===== src/rtl/uart_pkg.sv =====
// uart_pkg: state encoding and shared constants for the UART transmitter and the future receiver
package uart_pkg;
    typedef enum logic [1:0] {IDLE, START, DATA, STOP} uart_state_e;
    localparam int OVERSAMPLE    = 16;
    localparam int DATA_BITS_DEF = 8;
    localparam int SB_TICK_DEF   = 16;
endpackage


===== src/rtl/uart_tx.sv =====
// uart_tx: serialises din as start bit, LSB-first data bits and stop bit, timed by 16x s_tick enables
// Ports:
//   clk          rising-edge system clock
//   reset        synchronous active-low reset
//   s_tick       one-cycle 16x-baud enable
//   tx_start     request to send din, honoured only in IDLE
//   din          byte to send, captured when tx_start is accepted
//   tx           registered serial line, idle high
//   tx_busy      high whenever not in IDLE
//   tx_done_tick one-cycle pulse after the stop bit completes
module uart_tx
    import uart_pkg::*;
#(
    parameter int DATA_BITS = DATA_BITS_DEF,
    parameter int SB_TICK   = SB_TICK_DEF
) (
    input  logic                 clk,
    input  logic                 reset,
    input  logic                 s_tick,
    input  logic                 tx_start,
    input  logic [DATA_BITS-1:0] din,
    output logic                 tx,
    output logic                 tx_busy,
    output logic                 tx_done_tick
);
    // tick counter widens beyond 4 bits only when the stop bit needs more than 16 ticks
    localparam int TW = ($clog2(SB_TICK) > 4) ? $clog2(SB_TICK) : 4;
    localparam int BW = (DATA_BITS > 1) ? $clog2(DATA_BITS) : 1;
    localparam logic [TW-1:0] OS_LAST  = TW'(OVERSAMPLE - 1);
    localparam logic [TW-1:0] SB_LAST  = TW'(SB_TICK - 1);
    localparam logic [BW-1:0] BIT_LAST = BW'(DATA_BITS - 1);
    uart_state_e          state_q;
    logic [TW-1:0]        tick_q;
    logic [BW-1:0]        bit_q;
    logic [DATA_BITS-1:0] shift_q;
    logic [DATA_BITS-1:0] shift_d;
    logic                 tx_q;
    logic                 done_q;
    assign shift_d      = shift_q >> 1;
    assign tx           = tx_q;
    assign tx_busy      = state_q != IDLE;
    assign tx_done_tick = done_q;
    // tx_q is loaded with the line level of the state being entered so it stays aligned with state_q
    always_ff @(posedge clk) begin
        if (!reset) begin
            state_q <= IDLE;
            tick_q  <= '0;
            bit_q   <= '0;
            shift_q <= '0;
            tx_q    <= 1'b1;
            done_q  <= 1'b0;
        end else begin
            done_q <= 1'b0;
            case (state_q)
                IDLE: if (tx_start) begin
                    shift_q <= din;
                    tick_q  <= '0;
                    bit_q   <= '0;
                    tx_q    <= 1'b0;
                    state_q <= START;
                end
                START: if (s_tick) begin
                    if (tick_q == OS_LAST) begin
                        tick_q  <= '0;
                        tx_q    <= shift_q[0];
                        state_q <= DATA;
                    end else begin
                        tick_q <= tick_q + TW'(1);
                    end
                end
                DATA: if (s_tick) begin
                    if (tick_q == OS_LAST) begin
                        tick_q  <= '0;
                        shift_q <= shift_d;
                        if (bit_q == BIT_LAST) begin
                            tx_q    <= 1'b1;
                            state_q <= STOP;
                        end else begin
                            bit_q <= bit_q + BW'(1);
                            tx_q  <= shift_d[0];
                        end
                    end else begin
                        tick_q <= tick_q + TW'(1);
                    end
                end
                STOP: if (s_tick) begin
                    if (tick_q == SB_LAST) begin
                        tick_q  <= '0;
                        done_q  <= 1'b1;
                        state_q <= IDLE;
                    end else begin
                        tick_q <= tick_q + TW'(1);
                    end
                end
                default: state_q <= IDLE;
            endcase
        end
    end
endmodule


===== config.mk =====
export PLATFORM = sky130hd
export DESIGN_NAME = uart_tx
export DESIGN_NICKNAME = d
export VERILOG_FILES = /design/src/rtl/uart_pkg.sv /design/src/rtl/uart_tx.sv
export SDC_FILE = /design/constraint.sdc
export NUM_CORES = 1
export LEC_CHECK = 0
export ABC_AREA = 1
export BUFFER_PORTS_ARGS = -buffer_cell sky130_fd_sc_hd__buf_4
export CAP_MARGIN = 20
export CORE_ASPECT_RATIO = 0.5
export CORE_MARGIN = 8
export CORE_UTILIZATION = 37
export CTS_CLUSTER_SIZE = 30
export DETAILED_ROUTE_END_ITERATION = 12
export GPL_ROUTABILITY_DRIVEN = 1
export MAX_ROUTING_LAYER = met4
export SLEW_MARGIN = 20
export SYNTH_ARGS = -nofsm -noshare
export SYNTH_HDL_FRONTEND = slang
export SYNTH_SLANG_ARGS = --single-unit

===== constraint.sdc =====
create_clock -name clk -period 1.9 [get_ports clk]
set_input_delay 0.38 -clock clk [delete_from_list [all_inputs] [get_ports clk]]
set_output_delay 0.38 -clock clk [all_outputs]
set_load 0.1 [all_outputs]

Yosys cells after proc, flatten, opt, wreduce, memory -nomap -nowiden
Cells that the tools add are included.
Storage, ports and cells
  register bits after elaboration: 19
  latch bits: 0
  bits in writable memories: 0
  ROM bits: 0
  bits of input ports: 12
  output and inout bits: 3
  word-level logic and storage cells: 64
  memories kept: 0
Cells by class
  add/subtract/negate cells: 2
  multiply operators: 0
  div/mod/pow operators: 0
  $lt $le $gt $ge: 0
  eq/ne operators: 15
  shift operators: 0
  multiplexer cells: 30
  bitwise operators: 0
  reduce and logical (&&, ||, !) cells: 11
Operators by type and width (count)
  $mux W8: 3
  $ne A2 B2 Y1 const B: 9
  $mux W2: 8
  $pmux W8 S2: 1
  $mux W3: 4
  $mux W4: 3
  $pmux W2 S4: 1
  $pmux W4 S2: 1
  $reduce_and A8 Y1: 1
  $mux W1: 7
  $pmux W3 S2: 1
  $reduce_and A6 Y1: 1
  $reduce_and A5 Y1: 1
  $add A4 B1 Y4 const B: 1
  $eq A2 B2 Y1 const B: 2
  $eq A4 B4 Y1 const B: 1
  $reduce_and A4 Y1: 1
  $reduce_bool A2 Y1: 2
  $add A3 B1 Y3 const B: 1
  $eq A3 B3 Y1 const B: 1
  $pmux W1 S3: 1
  $reduce_and A3 Y1: 1
  $reduce_bool A3 Y1: 1
  $reduce_or A3 Y1: 1
  other kinds (4): 4

Logic depth before layout (Yosys ltp)
Gate-level depths: netlist (run 1).
  depth in word-level cells: 5
  gate-level depth with buffers: 11
  depth with buffers taken out: 11

Worst setup path after synthesis (run 1)
No wires, ideal clock.
  path type: register -> register
  start point: reg state_q[0]
  end point: reg tick_q[2]
  setup time: 0.078 ns
  arrival: 1.809 ns
  data required time: 1.822 ns
  path slack: 0.013 ns
  cell stages (with the launch flop): 8
  path buffers: 0
  cell sequence: dfxtp_1 > inv_1 > ha_1 > inv_1 > nand2_1 > nand2_1 > nor2_1 > nor3_1
On the way
  word-level cells in the longest chain between the ends: 4
  elaborated cells between the ends (all ways): 9
  classes of those cells: 5 x eq/ne; 1 x mux; 3 x reduce/logical
Ends and longest elaborated chain
  start: declaration: line uart_tx.sv:32  | uart_state_e state_q;
  start signal: assignment: line uart_tx.sv:46  | state_q <= IDLE;
  start signal: assignment: line uart_tx.sv:60  | state_q <= START;
  start signal: assignment: line uart_tx.sv:66  | state_q <= DATA;
  $eq A2 B2 Y1 / $eq A2 B1 Y1 (equally long branches): line uart_tx.sv:54  | case (state_q)
  $reduce_or A3 Y1 (no line)
  $ne A2 B1 Y1 (no line)
  $reduce_and A2 Y1 (no line)
  end signal: assignment: line uart_tx.sv:68  | tick_q <= tick_q + TW'(1);
  end signal: assignment: line uart_tx.sv:83  | tick_q <= tick_q + TW'(1);
  end signal: assignment: line uart_tx.sv:92  | tick_q <= tick_q + TW'(1);
  end: declaration: line uart_tx.sv:33  | logic [TW-1:0] tick_q;
Several ways; a longest one is shown, not always the timed one.
A chain may end at the register's enable or synchronous reset.

Worst setup path in the final report (run 1)
  start point: reg state_q[0]
  end point: out tx_busy
On the way
  word-level cells in the longest chain between the ends: 1
Ends and longest elaborated chain
  $reduce_bool A2 Y1: line uart_tx.sv:41  | assign tx_busy = state_q != IDLE;
  end: declaration: line uart_tx.sv:23  | output logic tx_busy,
Every way passes these cells.

==> metrics list, run 1 <==
* Clock latency of the later-clocked register in the worst-skew pair: 0.26 ns
- After synthesis the cells add up to approximately 1100 sq um.
- In the routed design, unresolved DRC markers number 0.
* Crit Path Class: register to output pin
- Pin placement for this block handled 15 I/O pins.
* Sequential area share after synthesis: between 30 and 40%
- The number of antenna violations at the first check in global routing came to 0.
- In the routed layout, each cell is associated on average with a via count of between 4 and 5.
- Kind of end point of the critical path: output pin
* Type of element launching the critical path: register
- After synthesis the netlist holds a flip-flop and latch count of 19.
* Area growth syn-to-layout: 18.3%
- In this run the power density over the cells is approximately 1400 nW/um^2.
* Post-synth net total: ~190
- Final setup violation count: 0
* Buffer type at the clock tree root: sky130_fd_sc_hd__clkbuf_8
- Global-route wire length before repair: 4150 um
* FF/Latch Area: approximately 380 sq um
- Max-cap violations in this run came to 0.
* Data required time at the worst endpoint: ~1.5 ns
* Timing startpoint of the critical path: state_q[0]$_SDFFE_PN0P_
* Maximum level of the CTS H-tree: 1
- Detailed-route wire length per cell: about 11 um
* Worst min-delay path class: input pin to register
- Vias: 1,031
- IR analysis of the VDD net gives a maximum drop of approximately 0.48 mV.
- Clock-pin slew was measured on the worst setup and hold paths at 0.08 ns.
- RSZ-0062 raised after global routing: no
- Area inside the core boundary: between 2000 and 3000 sq um
- Height of the die: between 50 and 60 um
- Counting the fill cells in the layout gives around 320.
- Violation count after the first detailed-routing iteration: 39
* Mapped Cells: around 170
- Number of buffers added on ports: 14
- Mean cell area of the mapped netlist: 6.68 sq um
- The run finished with clean final reports.
- The worst path in the final design needs a cycle of approximately 1.8 ns, including I/O delays and setup.
* Number of buffers added to fix hold violations after cts: 0
- Num rows: 14
- Entering global routing, the biggest net connects 14 pins.
- The total overflow left after global routing is 0.
- In the layout the commonest cells are 51 x sky130_fd_sc_hd__nand2_1, 26 x sky130_fd_sc_hd__nor2_1, 18 x sky130_fd_sc_hd__dfxtp_1.
* Number of nets in the finished design: 205
- Cells with a size suffix above 1 make up 15.8% of the layout.
* Overall routed net length: ~2400 um
* Final Skew: 0.00801 ns
- For the worst setup path, the data arrival time is between 1 and 1.5 ns.
- The die covers 5110 sq um.
- Relative slew margins: 81.5%
* Ant diodes: 0
* Max-slew violation count: 0
* DRT antenna net count: 0
- Slew at the pin closest to its max-slew limit: 0.280 ns
- Adding up every negative setup slack in the final design gives 0 ns.
- The startpoint identified for the worst register-to-register timing path is state_q[0]$_SDFFE_PN0P_.
* Number of distinct standard cells referenced by the synthesized netlist: 21
- TritonCTS built the clock tree.
- Routability Congestion: approximately 0.84
- For this design, the sink count on the clock tree is 19.
- Total global-route track usage: roughly a tenth
* Highest fanout seen on the critical path: 5
- The floorplan step set the die width to 93.4 um.
- Effective utilization at floorplan: roughly 38%
- Via count of the first global-routing pass: roughly 950
* Final-report hold violation count: 0
- Num CTS Buffers: 3
- After legalization and detailed placement, the total HPWL measured approximately 1900 um.
- Standby leakage power: between 0.6 and 0.7 nW
- For this run, the top clock speed supported by timing is around 0.56 GHz.
- In the final layout, the multi-input gates occupy between 600 and 700 sq um.
- Pre-antenna DRT Iters: 4
- After layout, the worst path uses 94.3% of the clock period.
- Maximum number of buffers from clock root to sink: 2
- Final core occ: between 40% and 50%
* Most frequent standard cell in the layout excluding fill and tap cells: sky130_fd_sc_hd__nand2_1
* Startpoint of the most critical hold path: reset
- Warning count from the yosys run: 0
-- logic make-up after synthesis --
group | share of synthesized area, %
and+or+nand+nor | 41.0
adders and majority gates | 10.2
buffers and inverters | 7.79
AOI/OAI and AO/OA | 5.98
DFF | 34.3
xor gates and xnor gates | 0.790
-- through the flow --
| step | total power (W) | instances | setup WS [ns] | hold slack, ns | instance area, sq um |
|---|---|---|---|---|---|
| 2_1_floorplan | 0.00137 | 166 | 0.0128 | 0.439 | 1110 |
| 3_3_place_gp | 0.00154 | 219 | 0.294 | 0.458 | 1260 |
| 3_5_place_dp | 0.00155 | 219 | 0.251 | 0.468 | 1260 |
| 6_report | 0.00183 | 223 | 0.108 | 0.414 | 1310 |
| 4_1_cts | 0.00184 | 223 | 0.0398 | 0.409 | 1310 |
| 5_1_grt | 0.00200 | 223 | 0.00258 | 0.411 | 1310 |
-- power breakdown --
| part | internal (W) | switching (W) | total [W] | leakage (nW) |
|---|---|---|---|---|
| clock network | 0.000146 | 0.000134 | 0.000280 | 0.0255 |
| logic | 0.000323 | 0.000655 | 0.000977 | 0.467 |
| registers | 0.000501 | 0.0000668 | 0.000568 | 0.156 |
| total | 0.000969 | 0.000856 | 0.00183 | 0.648 |
-- critical path: stages, from the launching register on --
cell and delay (ns):
sky130_fd_sc_hd__dfxtp_1 0.40, sky130_fd_sc_hd__inv_1 0.10, sky130_fd_sc_hd__ha_1 0.28, sky130_fd_sc_hd__inv_1 0.13, sky130_fd_sc_hd__buf_6 0.24
-- synthesized netlist by cell type (all sizes together) --
master,n,area [sq um]
a21oi,8,40.0
a31oi,1,6.26
nand2,54,210
clkbuf,2,7.51
o21ai,4,20.0
xnor2,1,8.76
buf,1,11.3
inv,17,63.8
nor2,29,121
nor3,1,5.00
nor4,1,6.26
clkinv,1,3.75
ha,9,113
nand4,10,62.6
nand3,7,40.0
and2,1,8.76
dfxtp,19,380
-- final cells by class --
class	count	area share [%]
repair buffers	16	9.45
clock buffers	3	3.15
well taps	40	3.82
clock inverters	1	0.382
inverters	18	5.15
multi-input cells	126	49.0
flip-flops and latches	19	29.1
-- metal layers --
layer | up-vias | global-route usage [%] | share of wire [%]
met3 | 2 | 3.69 | 4.0
met5 | - | - | 0
met1 | 449 | 12.5 | 52
li1 | 563 | - | -
met2 | 17 | 17.1 | 42
met4 | 0 | 3.43 | 1.1
-- worst paths after layout --
path,end,slack (ns),depth (start not counted)
min,tx$_SDFFE_PN1P_,0.41,2
min reg2reg,bit_q[1]$_SDFFE_PN0P_,0.48,2
max,tx_busy,0.11,4
max reg2reg,bit_q[1]$_SDFFE_PN0P_,0.22,8
-- flip-flops by register name, indices dropped and copies added (netlist names) --
| name | cells |
|---|---|
| shift_q | 8 |
| tx_done_tick | 1 |
| tx | 1 |
| bit_q | 3 |
| state_q | 2 |
| tick_q | 4 |
-- repair_timing --
action / CTS / global route
resized for setup: 0 / 2
setup endpoints to repair: 0 / 1
setup buffers: 0 / 0
No activity file was read; power rests on OpenSTA's default activity.
==> run 2: changes to the inputs <==
--- a/config.mk
+++ b/config.mk
@@ -15,6 +15,7 @@
 export DETAILED_ROUTE_END_ITERATION = 12
 export GPL_ROUTABILITY_DRIVEN = 1
 export MAX_ROUTING_LAYER = met4
+export SKIP_LAST_GASP = 1
 export SLEW_MARGIN = 20
 export SYNTH_ARGS = -nofsm -noshare
 export SYNTH_HDL_FRONTEND = slang
==> constraint.sdc (replaced) <==
create_clock -name clk -period 1.9 [get_ports clk]
set_input_delay 0.475 -clock clk [delete_from_list [all_inputs] [get_ports clk]]
set_output_delay 0.475 -clock clk [all_outputs]
set_load 0.1 [all_outputs]
==> metrics list, run 2 (synthesis gave the netlist of run 1 again) <==
* Detailed-route wire length per cell: 11.4 um (+5.7%)
* Critical path buffer and inverter count: 3 (unchanged)
- Reg clk slew, reported paths: 0.07 ns (about the same)
- Overall routed net length: 2540 um (+5.7%)
- Maximum level of the CTS H-tree: 1 (unchanged)
- The largest net degree at the start of global routing came to 14 (unchanged).
- Most frequent standard cell in the layout excluding fill and tap cells: sky130_fd_sc_hd__nand2_1
- Fraction of final layout cells with drive strength greater than 1: 15.8% (unchanged)
* Number of nets in the finished design: 205 (unchanged)
* Final worst hold slack: 0.480 ns (+0.0657 ns)
- The worst register-to-register path begins at state_q[1]$_SDFFE_PN0P_.
- The wire length of the first global-routing pass came to 4400 um (+5.8%).
* Pre-antenna DRT Iters: 5 (+1)
- In the final layout, the registers with the most flip-flops are shift_q (8), tick_q (4), bit_q (3).
* Type of element launching the critical path: register
- Slack of the worst reg-to-reg path: 0.21 ns (about the same)
* GRT Max-Usage Layer: met2
- Commonest cells after routing, fill and taps aside: 51 x sky130_fd_sc_hd__nand2_1, 26 x sky130_fd_sc_hd__nor2_1, 18 x sky130_fd_sc_hd__dfxtp_1
- Met2 usage: 17.6% (+0.58 points)
- Top achievable clock speed: 0.552 GHz (-1.1%)
- Sw Ratio: 47.0% (+0.073 points)
- Buffer type at the clock tree root: sky130_fd_sc_hd__clkbuf_8
- Final setup violation count: 0 (unchanged)
- Global route total overflow: 0 (unchanged)
- The critical path in this run is classified as register to output pin.
- The power density over the cells came to 1420 nW/um^2 (+2.2%).
- The met3 capacity usage during global routing was 2.87% (-0.82 points).
- The power share of the combinational group came to 54.6% (+1.1 points).
- Ant diodes: 0 (unchanged)
* Reg with most FFs: shift_q
- The aggregate negative setup slack came to 0 ns (unchanged).
* Timing startpoint of the critical path: state_q[1]$_SDFFE_PN0P_
- The cell count of the worst reg-to-reg path is 8 (unchanged).
- The number of I/O pins came to 15 (unchanged).
- The area growth from synthesis to layout is 19.0%.
* Maximum number of buffers from clock root to sink: 2 (unchanged)
- The data arrival at the endpoint of the critical path came to 1.34 ns (-0.07 ns).
- Effective utilization at floorplan: 37.9% (unchanged)
- Int Power: 0.000995 W (+2.6%)
- The worst max-slew margin expressed relative to the limit came to 81.1% (-0.35 points).
* Number of sinks handled by clock tree synthesis: 19 (unchanged)
- Antenna violations before repair: 0 (unchanged)
- Via count of the first global-routing pass: 987 (+3.7%)
- TritonCTS built the clock tree.
- Power Total: 0.00188 W (+2.8%)
- The run finished with clean final reports.
* Worst min-delay path class: register to register
- Num CTS Buffers: 3 (unchanged)
* Number of DRC violations after detailed routing: 0 (unchanged)
* Total global-route track usage: 11.2% (+0.49 points)
- Kind of end point of the critical path: output pin
- Data required time at the worst endpoint: 1.42 ns (-0.10 ns)
* Die outline width: 93.4 um (unchanged)
* Clock latency of the later-clocked register in the worst-skew pair: 0.26 ns (about the same)
- Routability Congestion: 0.862 (+2.6%)
* Final Skew: 0.00668 ns (-0.00133 ns)
- Violation count after the first detailed-routing iteration: 62 (+59%)
* DRT antenna net count: 0 (unchanged)
- Number of buffers added on ports: 14 (unchanged)
- Following the worst setup path forward leads to its endpoint at tx_busy.
- The leakage power is 0.647 nW (-0.21%).
* Number of max-cap violations: 0 (unchanged)
- The met1 track utilization from global routing is 13.4% (+0.94 points).
- Critical Path Max Stage Delay: 0.40 ns (about the same)
* Maximum vdd drop: 0.473 mV (-2.2%)
* Net load switching power: 0.000881 W (+2.9%)
* DPL Wire Length: 1900 um (+0.32%)
- The total number of vias was 1,067 (+3.5%).
* Highest fanout seen on the critical path: 5 (unchanged)
* Reg power frac: 30.3% (-0.8 points)
- The via count normalized by instance count is 4.78 (+3.5%).
* Largest register FFs: 8 (unchanged)
- The minimum clock period after layout came to 1.81 ns (+0.0192 ns).
- The number of pins with negative max-slew slack in the final report came to 0 (unchanged).
* Startpoint of the most critical hold path: bit_q[2]$_SDFFE_PN0P_
- The die height is 54.7 um (unchanged).
- Part of the cycle the worst path needs: 95.3% (+1.0 points)
- Among cell families on the critical path, the largest total delay comes from flip-flops.
* Area inside the core boundary: 2930 sq um (unchanged)
- On the critical path, the stage with the largest delay is an instance of sky130_fd_sc_hd__dfxtp_1.
* Num rows: 14 (unchanged)
- The actual transition at the worst max-transition pin was 0.282 ns (+0.00185 ns).
- Setup repair after global routing left no endpoint under its margin.
- The instance count on the critical path came to 4 (unchanged).
- Area of the die: 5110 sq um (unchanged)
- Final-report hold violation count: 0 (unchanged)
- Fraction of power consumed by the clock network: 15.1% (-0.3 points)
* CP cell instances: inv_1 -> ha_1 -> inv_2 -> buf_12
- Endpoint of the most critical register-to-register path: bit_q[1]$_SDFFE_PN0P_
==> run 2: layer usage <==
metal	share of wire (%)	wire, um
met5	0	0
met2	43	1090
met3	5.1	131
met4	1.1	27
met1	51	1290
==> run 2: power groups by stage <==
stage	sequential (W)	combinational [W]	clock, W
finish	0.000568	0.00103	0.000282
global route	0.000586	0.00114	0.000311
CTS	0.000567	0.00102	0.000292
detailed placement	0.000575	0.000983	0
global placement	0.000572	0.000972	0
floorplan	0.000641	0.000727	0
==> run 2: final cells by class <==
class | count | area [sq um]
Fill cell | 295 | 1610
Inverter | 18 | 67.6
Multi-Input combinational cell | 126 | 642
Sequential cell | 19 | 382
Tap cell | 40 | 50.0
Clock buffer | 4 | 45.0
Timing Repair Buffer | 16 | 133
==> run 2: how the worst min path moves through the flow <==
stage                         endpoint  depth (start not counted)  slack [ns]
3_5_place_dp     bit_q[2]$_SDFFE_PN0P_                          2        0.46
5_1_grt          bit_q[0]$_SDFFE_PN0P_                          2        0.52
6_report         bit_q[2]$_SDFFE_PN0P_                          2        0.48
4_1_cts          bit_q[2]$_SDFFE_PN0P_                          2        0.48
2_1_floorplan  shift_q[7]$_SDFFE_PN0P_                          2        0.44
3_3_place_gp     bit_q[1]$_SDFFE_PN0P_                          2        0.46
==> run 2: repair_timing <==
item / CTS / global route
hold buffers: 0 / 0
endpoints found under the setup margin: 1 / 1
buffers inserted: 0 / 0
gates resized for setup: 4 / 1
pin swaps: 0 / 0
==> run 2: per-stage QoR <==
step / util (%) / setup slack, ns / instances / area [sq um]
after CTS: 45.0 / 0.0456 / 223 / 1320
after global placement: 43.1 / 0.284 / 219 / 1260
final: 45.1 / 0.0891 / 223 / 1320
after global routing: 45.1 / 0.0147 / 223 / 1320
after floorplan: - / 0.0128 / 166 / 1110
after detailed placement: 43.1 / 0.199 / 219 / 1260
==> run 2: worst min-delay path, cell delays in order, from the launching register on <==
cell and delay (ns):
sky130_fd_sc_hd__dfxtp_1 0.32, sky130_fd_sc_hd__nand2_1 0.06, sky130_fd_sc_hd__a21oi_1 0.05
